<file path="config.mk">
export PLATFORM = sky130hd
export DESIGN_NAME = hazard_ctrl_unit
export DESIGN_NICKNAME = d
export VERILOG_FILES = /design/src/rtl/hazard_ctrl_unit.sv
export SDC_FILE = /design/constraint.sdc
export NUM_CORES = 1
export LEC_CHECK = 0
export ABC_AREA = 1
export CAP_MARGIN = 25
export CORE_ASPECT_RATIO = 0.9
export CORE_MARGIN = 2
export CORE_UTILIZATION = 25
export DETAILED_ROUTE_END_ITERATION = 12
export PLACE_DENSITY = 0.5
export SLEW_MARGIN = 20
export SYNTH_ARGS = -nofsm -noshare
export SYNTH_HDL_FRONTEND = slang
export SYNTH_SLANG_ARGS = --single-unit
</file>
<file path="constraint.sdc">
create_clock -name clk -period 1.55 [get_ports clk]
set_clock_uncertainty 0.05 [all_clocks]
set_input_delay 0.31 -clock clk [delete_from_list [all_inputs] [get_ports clk]]
set_output_delay 0.31 -clock clk [all_outputs]
set_load 0.005 [all_outputs]
</file>
<file path="src/rtl/hazard_ctrl_unit.sv">
// Hazard and sequencing controller for a 5-stage IF/ID/EX/DM/WB pipeline:
// stalls, bubbles, flushes, PC select, EX forwarding and saturating perf counters.
module hazard_ctrl_unit #(
    parameter int MEM_LAT = 1,
    parameter int CNT_W   = 16
) (
    input  logic             clk,
    input  logic             reset,
    input  logic [4:0]       id_rs,
    input  logic [4:0]       id_rt,
    input  logic             id_uses_rt,
    input  logic [4:0]       ex_rs,
    input  logic [4:0]       ex_rt,
    input  logic [4:0]       ex_rd,
    input  logic             ex_reg_write,
    input  logic             ex_mem_read,
    input  logic [4:0]       dm_rd,
    input  logic             dm_reg_write,
    input  logic [4:0]       wb_rd,
    input  logic             wb_reg_write,
    input  logic             dm_access,
    input  logic             jump_id,
    input  logic             branch_taken_dm,
    output logic             stall_pc,
    output logic             stall_if_id,
    output logic             bubble_id_ex,
    output logic             stall_all,
    output logic             flush_if_id,
    output logic             flush_id_ex,
    output logic             flush_ex_dm,
    output logic [1:0]       pc_sel,
    output logic [1:0]       fwd_a,
    output logic [1:0]       fwd_b,
    output logic [1:0]       ctrl_state,
    output logic [CNT_W-1:0] stall_cnt,
    output logic [CNT_W-1:0] flush_cnt
);

    typedef enum logic [1:0] {
        ST_RUN      = 2'b00,
        ST_LD_STALL = 2'b01,
        ST_MEM_WAIT = 2'b10,
        ST_FLUSH    = 2'b11
    } state_t;

    // The dm_access cycle itself is the first stall; MEM_WAIT covers the rest.
    localparam bit         MEM_MULTI = (MEM_LAT > 1);
    localparam bit         USE_WAIT  = (MEM_LAT > 2);
    localparam logic [3:0] WAIT_INIT = USE_WAIT ? 4'(MEM_LAT - 2) : 4'd0;

    state_t           state_q, state_d;
    logic [3:0]       wait_q, wait_d;
    logic [CNT_W-1:0] stall_cnt_q, stall_cnt_d;
    logic [CNT_W-1:0] flush_cnt_q, flush_cnt_d;
    logic             load_use;
    logic             flush_evt;
    logic [1:0][4:0]  fwd_src;
    logic [1:0][1:0]  fwd_sel;

    assign load_use = ex_mem_read && ex_reg_write && (ex_rd != 5'd0) &&
                      ((ex_rd == id_rs) || (id_uses_rt && (ex_rd == id_rt)));

    always_comb begin
        state_d      = state_q;
        wait_d       = wait_q;
        stall_pc     = 1'b0;
        stall_if_id  = 1'b0;
        bubble_id_ex = 1'b0;
        stall_all    = 1'b0;
        flush_if_id  = 1'b0;
        flush_id_ex  = 1'b0;
        flush_ex_dm  = 1'b0;
        pc_sel       = 2'b00;
        flush_evt    = 1'b0;
        if (state_q == ST_MEM_WAIT) begin
            // DM is frozen, so a branch resolution here is stale and ignored.
            stall_all = 1'b1;
            if (wait_q <= 4'd1) begin
                state_d = ST_RUN;
                wait_d  = 4'd0;
            end else begin
                wait_d = wait_q - 4'd1;
            end
        end else if (branch_taken_dm) begin
            flush_if_id = 1'b1;
            flush_id_ex = 1'b1;
            flush_ex_dm = 1'b1;
            pc_sel      = 2'b10;
            flush_evt   = 1'b1;
            state_d     = ST_FLUSH;
        end else if (MEM_MULTI && dm_access) begin
            stall_all = 1'b1;
            state_d   = USE_WAIT ? ST_MEM_WAIT : ST_RUN;
            wait_d    = WAIT_INIT;
        end else if (load_use && (state_q == ST_RUN)) begin
            stall_pc     = 1'b1;
            stall_if_id  = 1'b1;
            bubble_id_ex = 1'b1;
            state_d      = ST_LD_STALL;
        end else if (jump_id && (state_q != ST_FLUSH)) begin
            pc_sel      = 2'b01;
            flush_if_id = 1'b1;
            flush_evt   = 1'b1;
            state_d     = ST_RUN;
        end else begin
            state_d = ST_RUN;
        end
    end

    assign fwd_src[0] = ex_rs;
    assign fwd_src[1] = ex_rt;

    // DM result is younger than WB data, so it wins when both match.
    for (genvar gi = 0; gi < 2; gi++) begin : g_fwd
        assign fwd_sel[gi] =
            stall_all ? 2'b00 :
            (dm_reg_write && (dm_rd != 5'd0) && (dm_rd == fwd_src[gi])) ? 2'b01 :
            (wb_reg_write && (wb_rd != 5'd0) && (wb_rd == fwd_src[gi])) ? 2'b10 :
            2'b00;
    end

    assign fwd_a = fwd_sel[0];
    assign fwd_b = fwd_sel[1];

    always_comb begin
        stall_cnt_d = stall_cnt_q;
        flush_cnt_d = flush_cnt_q;
        if ((stall_pc || stall_all) && (stall_cnt_q != '1)) begin
            stall_cnt_d = stall_cnt_q + 1'b1;
        end
        if (flush_evt && (flush_cnt_q != '1)) begin
            flush_cnt_d = flush_cnt_q + 1'b1;
        end
    end

    always_ff @(posedge clk or negedge reset) begin
        if (!reset) begin
            state_q     <= ST_RUN;
            wait_q      <= 4'd0;
            stall_cnt_q <= '0;
            flush_cnt_q <= '0;
        end else begin
            state_q     <= state_d;
            wait_q      <= wait_d;
            stall_cnt_q <= stall_cnt_d;
            flush_cnt_q <= flush_cnt_d;
        end
    end

    assign ctrl_state = state_q;
    assign stall_cnt  = stall_cnt_q;
    assign flush_cnt  = flush_cnt_q;

endmodule

</file>
==> results of run 1 <==
critical path: stages (launching register included):
cell and delay, ns:
dfrtp_1 0.41, buf_6 0.13, nor3_2 0.09, o21ai_1 0.08, inv_1 0.10, buf_6 0.11
nand2_4 0.05, nand3_4 0.07, nand2_2 0.06, buf_6 0.11
kinds of logic after synthesis:
group           after synthesis
xor+xnor                     41
fa+ha+maj                     4
simple gates                252
flops                        38
buf+inv                      61
compound gates               16
sequential cells by signal, summed over array words and instances, names as in the netlist:
signal	cells
ctrl_state	2
flush_cnt	16
stall_cnt	16
wait_q	4
what timing repair did:
item                                    CTS  global route
gates resized for setup                 166            78
hold buffers                              1             0
pin swaps                                26            57
buffers inserted                         31            11
endpoints found under the setup margin   78            48
hold endpoints to repair                 16             0
gates cloned                              2             2
cells in the mapped netlist:
cell	number
a21oi_1	7
buf_2	3
buf_4	5
buf_6	2
clkbuf_1	1
dfrtp_1	38
ha_1	4
inv_1	46
inv_2	4
nand2_1	134
nand2_2	4
nand2_4	1
nand3_1	36
nand3_2	1
nand3_4	2
nand4_1	22
nand4_2	1
nand4_4	1
nor2_1	32
nor2_2	2
nor2_4	2
nor3_1	7
nor3_4	1
nor3b_2	1
nor4_1	4
o211ai_1	1
o21ai_0	4
o22ai_1	3
o41ai_1	1
or2_2	1
xnor2_1	17
xor2_1	24
metrics by stage:
| step | area [um^2] | cells | worst slack [ns] |
|---|---|---|---|
| floorplan | 3027 | 412 | -0.08155 |
| finish | 5305 | 762 | -0.2995 |
| detailed placement | 4549 | 713 | -0.8951 |
| global route | 5305 | 762 | -0.3768 |
| CTS | 4979 | 753 | -0.3306 |
| global placement | 4549 | 713 | -0.8655 |
metal layers:
metal	global-route usage	up-vias	wire, um
li1	-	1726	-
met1	0.1967	1561	4442
met2	0.2590	97	4677
met3	0.03433	11	615
met4	0.05077	0	158
met5	0	-	0
worst paths after layout:
| check | end | cells after the start | from |
|---|---|---|---|
| setup reg to reg | stall_cnt[4] | 11 | ctrl_state[1] |
| max in group asynchronous | flush_cnt[12] | 3 | reset |
| hold reg to reg | stall_cnt[15] | 2 | stall_cnt[15] |
| hold / removal | stall_cnt[13] | 2 | reset |
| setup / recovery | flush_if_id | 9 | ctrl_state[1] |
| min in group clk | stall_cnt[15] | 2 | stall_cnt[15] |
power groups by stage:
stage	combinational (uW)	clock, uW	sequential [uW]
6_report	2880	990	1340
5_1_grt	3160	1070	1360
4_1_cts	2490	1020	1340
3_5_place_dp	2300	0	1360
3_3_place_gp	2280	0	1360
2_1_floorplan	1050	0	1410
cell usage in the layout (no fill, tap or decap), types with 4 or more instances in the layout:
| cell | instances |
|---|---|
| dlygate4sd2_1 | 46 |
| inv_1 | 40 |
| buf_6 | 32 |
| buf_12 | 4 |
| dfrtp_2 | 5 |
| nand2_8 | 4 |
| buf_4 | 77 |
| inv_2 | 9 |
| clkdlybuf4s15_1 | 6 |
| nand3_4 | 5 |
| xnor2_1 | 14 |
| nor2_4 | 5 |
| nor2_1 | 30 |
| dfrtp_1 | 33 |
| nand2_1 | 124 |
| nand3_1 | 18 |
| xor2_1 | 24 |
| nand4_1 | 22 |
| dlymetal6s2s_1 | 9 |
| nand2_2 | 10 |
| nand3_2 | 17 |
| buf_2 | 9 |
| clkdlybuf4s50_1 | 7 |
| nor3_1 | 6 |
| a21oi_1 | 4 |
| clkbuf_16 | 6 |
cell type report:
class / instances / share of cell area
Multi-Input combinational cell: 316 / 0.3903
Timing Repair Buffer: 195 / 0.3316
Sequential cell: 38 / 0.1804
Tap cell: 156 / 0.03679
Inverter: 50 / 0.03585
Clock buffer: 7 / 0.02500
==> report_table.html, run 1 <==
<table>
<tr><th>Metric</th><th>Value</th></tr>
<tr><th colspan="2">Outcome</th></tr>
<tr><td>Outcome</td><td>finished with violations</td></tr>
<tr><td>Failing checks</td><td>setup timing</td></tr>
<tr><th colspan="2">Floorplanning</th></tr>
<tr><td>Row count</td><td>37</td></tr>
<tr><td>Initial cell density of the core</td><td>0.2549</td></tr>
<tr><td>Overall die height</td><td>~110 um</td></tr>
<tr><td>X dimension of the die</td><td>117.6 um</td></tr>
<tr><td>Core region area</td><td>11390 um^2</td></tr>
<tr><td>Top-level I/O count</td><td>92</td></tr>
<tr><td>Die Area</td><td>between 10000 and 15000 um^2</td></tr>
<tr><th colspan="2">GRT</th></tr>
<tr><td>Largest net degree at the start of global routing</td><td>23</td></tr>
<tr><td>Initial antenna violation count</td><td>0</td></tr>
<tr><td>First-pass GRT wire length</td><td>approximately 16000 um</td></tr>
<tr><td>GRT Resource Usage Total</td><td>0.1540</td></tr>
<tr><td>Number of global-route vias before repair</td><td>3300</td></tr>
<tr><td>Leftover overflow at the end of global routing</td><td>0</td></tr>
<tr><th colspan="2">Critical path</th></tr>
<tr><td>Data arrival time of the critical path</td><td>1.49 ns</td></tr>
<tr><td>Setup CP Type</td><td>reg2out</td></tr>
<tr><td>Top fanout value on the critical path</td><td>2</td></tr>
<tr><td>Required time reported for the critical path endpoint</td><td>about 1.2 ns</td></tr>
<tr><td>Critical path launch point type</td><td>flop</td></tr>
<tr><td>Reg-to-reg slack, setup</td><td>-0.18 ns</td></tr>
<tr><td>Crit path capture type</td><td>output port</td></tr>
<tr><th colspan="2">Timing</th></tr>
<tr><td>Hold Fails Final Rpt</td><td>0</td></tr>
<tr><td>Setup total negative slack</td><td>-7.348 ns</td></tr>
<tr><td>Worst slew margin relative to its limit</td><td>0.7142</td></tr>
<tr><td>Tightest hold margin</td><td>between 0.4 and 0.5 ns</td></tr>
<tr><td>Setup-failing EPs final</td><td>45</td></tr>
<tr><td>Maximum clock frequency</td><td>between 500 and 600 MHz</td></tr>
<tr><td>Setup repair after global routing missed its margin</td><td>true</td></tr>
<tr><td>Minimum period implied by the final worst setup slack</td><td>roughly 1.8 ns</td></tr>
<tr><td>Worst-Margin Slew</td><td>between 0.4 and 0.5 ns</td></tr>
<tr><td>Slew Viols, Final</td><td>0</td></tr>
<tr><td>Fin crit share</td><td>1.193</td></tr>
<tr><td>Min setup slack post-route</td><td>-0.2995 ns</td></tr>
<tr><th colspan="2">Synth</th></tr>
<tr><td>Post-synth design cell area</td><td>2903 um^2</td></tr>
<tr><td>Area fraction in compound gates after synthesis</td><td>0.03103</td></tr>
<tr><td>Portion of synthesized cell area occupied by the leading cell type</td><td>0.3276</td></tr>
<tr><td>Count of warnings emitted by yosys</td><td>0</td></tr>
<tr><td>Sequential area share after synthesis</td><td>0.3276</td></tr>
<tr><td>Largest cells by area after synthesis</td><td>dfrtp_1 (33%), nand2_1 (17%), xor2_1 (7.2%)</td></tr>
<tr><td>Avg Cell Area, Syn</td><td>7.046 um^2</td></tr>
<tr><td>Post-synthesis share of cell area spent on and, or, nand and nor gates</td><td>0.4086</td></tr>
<tr><td>Library cells used by synthesis</td><td>32</td></tr>
<tr><td>Post-synth net total</td><td>between 400 and 500</td></tr>
<tr><td>Multiplexer fraction of the synthesized cell area</td><td>0</td></tr>
<tr><td>Count of state elements after synthesis</td><td>38</td></tr>
<tr><td>Cell taking the most area after synthesis</td><td>dfrtp_1</td></tr>
<tr><td>Synthesized-area fraction occupied by xor and xnor cells</td><td>0.1237</td></tr>
<tr><td>Largest family of logic cells by synthesized area</td><td>simple AND/OR/NAND/NOR gates</td></tr>
<tr><td>Number of instances in the synthesized netlist</td><td>a little over 400</td></tr>
<tr><td>Post-Synth Adder-Cell Area</td><td>0.01724</td></tr>
<tr><th colspan="2">Power</th></tr>
<tr><td>Clock network fraction of design power</td><td>0.190</td></tr>
<tr><td>Proportion of total power due to net switching</td><td>0.3777</td></tr>
<tr><td>Power Density</td><td>about 980 nW/um^2</td></tr>
<tr><td>Overall power consumption</td><td>approximately 5200 uW</td></tr>
<tr><td>Share of total power in sequential cells</td><td>0.257</td></tr>
<tr><td>Max VDD drop</td><td>between 0.5 and 0.6 mV</td></tr>
<tr><td>Net Sw Power</td><td>between 1500 and 2000 uW</td></tr>
<tr><td>Logic pwr share</td><td>0.553</td></tr>
<tr><td>Internal power</td><td>3238 uW</td></tr>
<tr><td>Leakage power total</td><td>around 0.0029 uW</td></tr>
<tr><th colspan="2">Finish</th></tr>
<tr><td>Multi-input combinational cell area</td><td>between 2000 and 2500 um^2</td></tr>
<tr><td>Antenna cell count</td><td>0</td></tr>
<tr><td>Fraction of layout cells with a size suffix above 1</td><td>0.3482</td></tr>
<tr><td>Net count reported at finish</td><td>655</td></tr>
<tr><td>Flip-flop and latch area</td><td>approximately 960 um^2</td></tr>
<tr><td>Layout filler cell count</td><td>around 1200</td></tr>
<tr><td>Layout Utilization</td><td>0.4658</td></tr>
<tr><td>Layout Area Growth over Synthesis</td><td>82.76%</td></tr>
<tr><th colspan="2">Route</th></tr>
<tr><td>1st-iter DRT viols</td><td>187</td></tr>
<tr><td>First drt pass iteration count</td><td>4</td></tr>
<tr><td>Average wire length per cell after detail routing</td><td>around 13 um</td></tr>
<tr><td>Routed via count divided by cell count</td><td>roughly 4.5</td></tr>
<tr><td>Vias</td><td>between 3000 and 4000</td></tr>
<tr><td>Remaining antenna violation count after routing</td><td>0</td></tr>
<tr><td>Overall routed net length</td><td>9894 um</td></tr>
<tr><td>DRC violation count after routing</td><td>0</td></tr>
<tr><th colspan="2">Clocking</th></tr>
<tr><td>Max clock buf depth</td><td>2</td></tr>
<tr><td>Deepest level of the CTS H-tree</td><td>2</td></tr>
<tr><td>Clock tree from TritonCTS</td><td>done</td></tr>
<tr><td>Root buffer cell</td><td>clkbuf_16</td></tr>
<tr><td>Post-CTS clock slew at the launch and capture registers of the worst setup and hold paths</td><td>0.06 ns</td></tr>
<tr><td>Skew-Pair Late Insertion Delay</td><td>0.28 ns</td></tr>
<tr><td>Number of buffers created by CTS</td><td>5</td></tr>
<tr><td>Number of clock sinks seen by CTS</td><td>38</td></tr>
<tr><th colspan="2">Hold path</th></tr>
<tr><td>Tightest Hold Check Type</td><td>in2async</td></tr>
<tr><th colspan="2">Run</th></tr>
<tr><td>Number of max-cap violations</td><td>0</td></tr>
<tr><th colspan="2">Place</th></tr>
<tr><td>I/O Buffers</td><td>90</td></tr>
<tr><td>Detailed-placement wirelength estimate</td><td>just under 7000 um</td></tr>
<tr><td>Gp weighted congestion</td><td>~0.85</td></tr>
</table>
Power figures use the tool's default switching activity.
==> run 2, diff against run 1 <==
Settings changed: SKIP_LAST_GASP set to 1.
==> run 2 against run 1 <==
Largest cell class unchanged. Via count hardly changed. The flow still finishes with violations (setup timing). Combinational power is essentially flat. Critical path type unchanged. Design area is essentially flat.
==> report_table.html, run 2 (synthesis gave the netlist of run 1 again) <==
<table>
<tr><th>Metric</th><th>Value</th></tr>
<tr><th colspan="2">Outcome</th></tr>
<tr><td>Outcome</td><td>finished with violations (unchanged)</td></tr>
<tr><td>Failing checks</td><td>setup timing (unchanged)</td></tr>
<tr><th colspan="2">Finish</th></tr>
<tr><td>Most common cell after layout, fill and taps aside</td><td>nand2_1 (unchanged)</td></tr>
<tr><td>Net count reported at finish</td><td>655 (unchanged)</td></tr>
<tr><td>Fraction of layout cells with a size suffix above 1</td><td>0.3465 (was 0.3482)</td></tr>
<tr><td>Antenna cell count</td><td>0 (unchanged)</td></tr>
<tr><td>Layout Area Growth over Synthesis</td><td>82.80% (was 82.76%)</td></tr>
<tr><td>Layout filler cell count</td><td>1183 (was 1180)</td></tr>
<tr><td>Top library cells by usage in the layout, fill and taps aside</td><td>nand2_1 (124), buf_4 (75), dlygate4sd2_1 (48) (was nand2_1 (124), buf_4 (77), dlygate4sd2_1 (46))</td></tr>
<tr><td>Layout Utilization</td><td>0.4659 (was 0.4658)</td></tr>
<tr><th colspan="2">Place</th></tr>
<tr><td>I/O Buffers</td><td>90 (unchanged)</td></tr>
<tr><td>Detailed-placement wirelength estimate</td><td>6915 um (unchanged)</td></tr>
<tr><td>Gp weighted congestion</td><td>0.8505 (unchanged)</td></tr>
<tr><th colspan="2">Route</th></tr>
<tr><td>Overall routed net length</td><td>9884 um (was 9894 um)</td></tr>
<tr><td>DRC violation count after routing</td><td>0 (unchanged)</td></tr>
<tr><td>Remaining antenna violation count after routing</td><td>0 (unchanged)</td></tr>
<tr><td>Vias</td><td>3397 (was 3395)</td></tr>
<tr><td>Average wire length per cell after detail routing</td><td>12.97 um (was 12.98 um)</td></tr>
<tr><td>First drt pass iteration count</td><td>4 (unchanged)</td></tr>
<tr><td>Routed via count divided by cell count</td><td>4.458 (was 4.455)</td></tr>
<tr><td>1st-iter DRT viols</td><td>191 (was 187)</td></tr>
<tr><th colspan="2">GRT</th></tr>
<tr><td>Initial antenna violation count</td><td>0 (unchanged)</td></tr>
<tr><td>Number of global-route vias before repair</td><td>3300 (unchanged)</td></tr>
<tr><td>GRT Resource Usage Total</td><td>0.1540 (unchanged)</td></tr>
<tr><td>Met2 Usage GRT</td><td>0.2590 (unchanged)</td></tr>
<tr><td>First-pass GRT wire length</td><td>15750 um (unchanged)</td></tr>
<tr><td>Fraction of met1 tracks used by global routing</td><td>0.1967 (unchanged)</td></tr>
<tr><td>Largest net degree at the start of global routing</td><td>23 (unchanged)</td></tr>
<tr><td>Leftover overflow at the end of global routing</td><td>0 (unchanged)</td></tr>
<tr><td>Met3 demand-to-capacity share in global routing</td><td>0.03433 (unchanged)</td></tr>
<tr><td>Busiest layer in global routing</td><td>met2 (unchanged)</td></tr>
<tr><th colspan="2">Clocking</th></tr>
<tr><td>Skew-Pair Late Insertion Delay</td><td>0.28 ns (about the same)</td></tr>
<tr><td>Post-CTS clock slew at the launch and capture registers of the worst setup and hold paths</td><td>0.06 ns (about the same)</td></tr>
<tr><td>Clock tree from TritonCTS</td><td>done (unchanged)</td></tr>
<tr><td>Deepest level of the CTS H-tree</td><td>2 (unchanged)</td></tr>
<tr><td>Number of buffers created by CTS</td><td>5 (unchanged)</td></tr>
<tr><td>Root buffer cell</td><td>clkbuf_16 (unchanged)</td></tr>
<tr><td>Max clock buf depth</td><td>2 (unchanged)</td></tr>
<tr><td>Number of clock sinks seen by CTS</td><td>38 (unchanged)</td></tr>
<tr><th colspan="2">Critical path</th></tr>
<tr><td>Top fanout value on the critical path</td><td>2 (unchanged)</td></tr>
<tr><td>Worst R2R Path Depth</td><td>11 (unchanged)</td></tr>
<tr><td>Data arrival time of the critical path</td><td>1.49 ns (about the same)</td></tr>
<tr><td>Required time reported for the critical path endpoint</td><td>1.19 ns (about the same)</td></tr>
<tr><td>Critical path launch point type</td><td>flop (unchanged)</td></tr>
<tr><td>Setup CP Type</td><td>reg2out (unchanged)</td></tr>
<tr><td>Worst r2r dst</td><td>stall_cnt[4] (unchanged)</td></tr>
<tr><td>Reg-to-reg slack, setup</td><td>-0.18 ns (about the same)</td></tr>
<tr><td>Crit path capture type</td><td>output port (unchanged)</td></tr>
<tr><td>Reg-to-reg critical path startpoint</td><td>ctrl_state[1] (unchanged)</td></tr>
<tr><th colspan="2">Floorplanning</th></tr>
<tr><td>Core region area</td><td>11390 um^2 (unchanged)</td></tr>
<tr><td>X dimension of the die</td><td>117.6 um (unchanged)</td></tr>
<tr><td>Overall die height</td><td>106.2 um (unchanged)</td></tr>
<tr><td>Initial cell density of the core</td><td>0.2549 (unchanged)</td></tr>
<tr><td>Die Area</td><td>12490 um^2 (unchanged)</td></tr>
<tr><td>Row count</td><td>37 (unchanged)</td></tr>
<tr><td>Top-level I/O count</td><td>92 (unchanged)</td></tr>
<tr><th colspan="2">Timing</th></tr>
<tr><td>Setup-failing EPs final</td><td>46 (was 45)</td></tr>
<tr><td>Slew Viols, Final</td><td>0 (unchanged)</td></tr>
<tr><td>Worst-Margin Slew</td><td>0.4254 ns (was 0.4255 ns)</td></tr>
<tr><td>Fin crit share</td><td>1.192 (was 1.193)</td></tr>
<tr><td>Setup repair after global routing missed its margin</td><td>true (unchanged)</td></tr>
<tr><td>Minimum period implied by the final worst setup slack</td><td>1.848 ns (was 1.850 ns)</td></tr>
<tr><td>Hold Fails Final Rpt</td><td>0 (unchanged)</td></tr>
<tr><td>Min setup slack post-route</td><td>-0.2979 ns (was -0.2995 ns)</td></tr>
<tr><td>Worst slew margin relative to its limit</td><td>0.7142 (about the same)</td></tr>
<tr><td>Maximum clock frequency</td><td>541.2 MHz (was 540.7 MHz)</td></tr>
<tr><td>Setup total negative slack</td><td>-7.355 ns (was -7.348 ns)</td></tr>
<tr><th colspan="2">Power</th></tr>
<tr><td>Power Density</td><td>981.8 nW/um^2 (was 980.8 nW/um^2)</td></tr>
<tr><td>Leakage power total</td><td>0.002835 uW (was 0.002851 uW)</td></tr>
<tr><td>Max VDD drop</td><td>0.5141 mV (was 0.5150 mV)</td></tr>
<tr><th colspan="2">Hold path</th></tr>
<tr><td>Tightest Hold Check Type</td><td>in2async (unchanged)</td></tr>
<tr><th colspan="2">Run</th></tr>
<tr><td>Number of max-cap violations</td><td>0 (unchanged)</td></tr>
</table>
## run 2: metal layers
layer	wire length, um	vias to the layer above
li1	-	1722
met5	0	-
met1	4401	1560
met3	670	13
met2	4641	102
met4	170	0
## run 2: how the worst max path moves through the flow
stage,start,end
4_1_cts,ctrl_state[1],bubble_id_ex
3_3_place_gp,dm_rd[2],fwd_a[1]
2_1_floorplan,flush_cnt[0],flush_cnt[3]
6_report,ctrl_state[1],flush_if_id
5_1_grt,ctrl_state[1],flush_if_id
3_5_place_dp,dm_rd[2],fwd_a[1]
## run 2: layout make-up
type                       count  area [um^2]  area share
sequential                    38        957.2      0.1804
timing repair buffer         195         1760      0.3318
inverter                      50        190.2     0.03584
tap                          156        195.2     0.03678
multi-input combinational    316         2071      0.3902
clock buffer                   7        132.6     0.02499
## run 2: timing repair
| action | CTS | global route |
|---|---|---|
| endpoints found under the setup margin | 78 | 48 |
| hold buffers | 1 | 0 |
| cloned | 2 | 2 |
| hold endpoints to repair | 16 | 0 |
| pin swaps | 25 | 58 |
| resized for setup | 165 | 77 |
| setup buffers | 31 | 11 |
## run 2: worst max-delay path: stages (launching register included)
cell and delay, ns:
dfrtp_1 0.40, buf_6 0.13, nor3_2 0.09, o21ai_1 0.08, inv_1 0.10, buf_6 0.11, nand2_4 0.05, nand3_4 0.07
nand2_2 0.06, buf_6 0.11
## run 2: power breakdown
group / leakage, uW / internal (uW) / switching [uW] / total, uW
registers: 0.000499 / 1190 / 145 / 1340
logic: 0.00227 / 1460 / 1430 / 2890
clock network: 0.0000640 / 589 / 398 / 987
total: 0.00284 / 3240 / 1970 / 5210
## run 2: stage by stage
stage / cells / hold WS [ns] / setup WS, ns / total power [uW] / area, um^2
finish: 762 / 0.4464 / -0.2979 / 5210 / 5306
global route: 762 / 0.4807 / -0.3768 / 5607 / 5306
CTS: 753 / 0.4610 / -0.3306 / 4853 / 4975
detailed placement: 713 / 0.2255 / -0.8951 / 3664 / 4549
global placement: 713 / 0.2169 / -0.8655 / 3638 / 4549
floorplan: 412 / -0.03559 / -0.08155 / 2469 / 3027
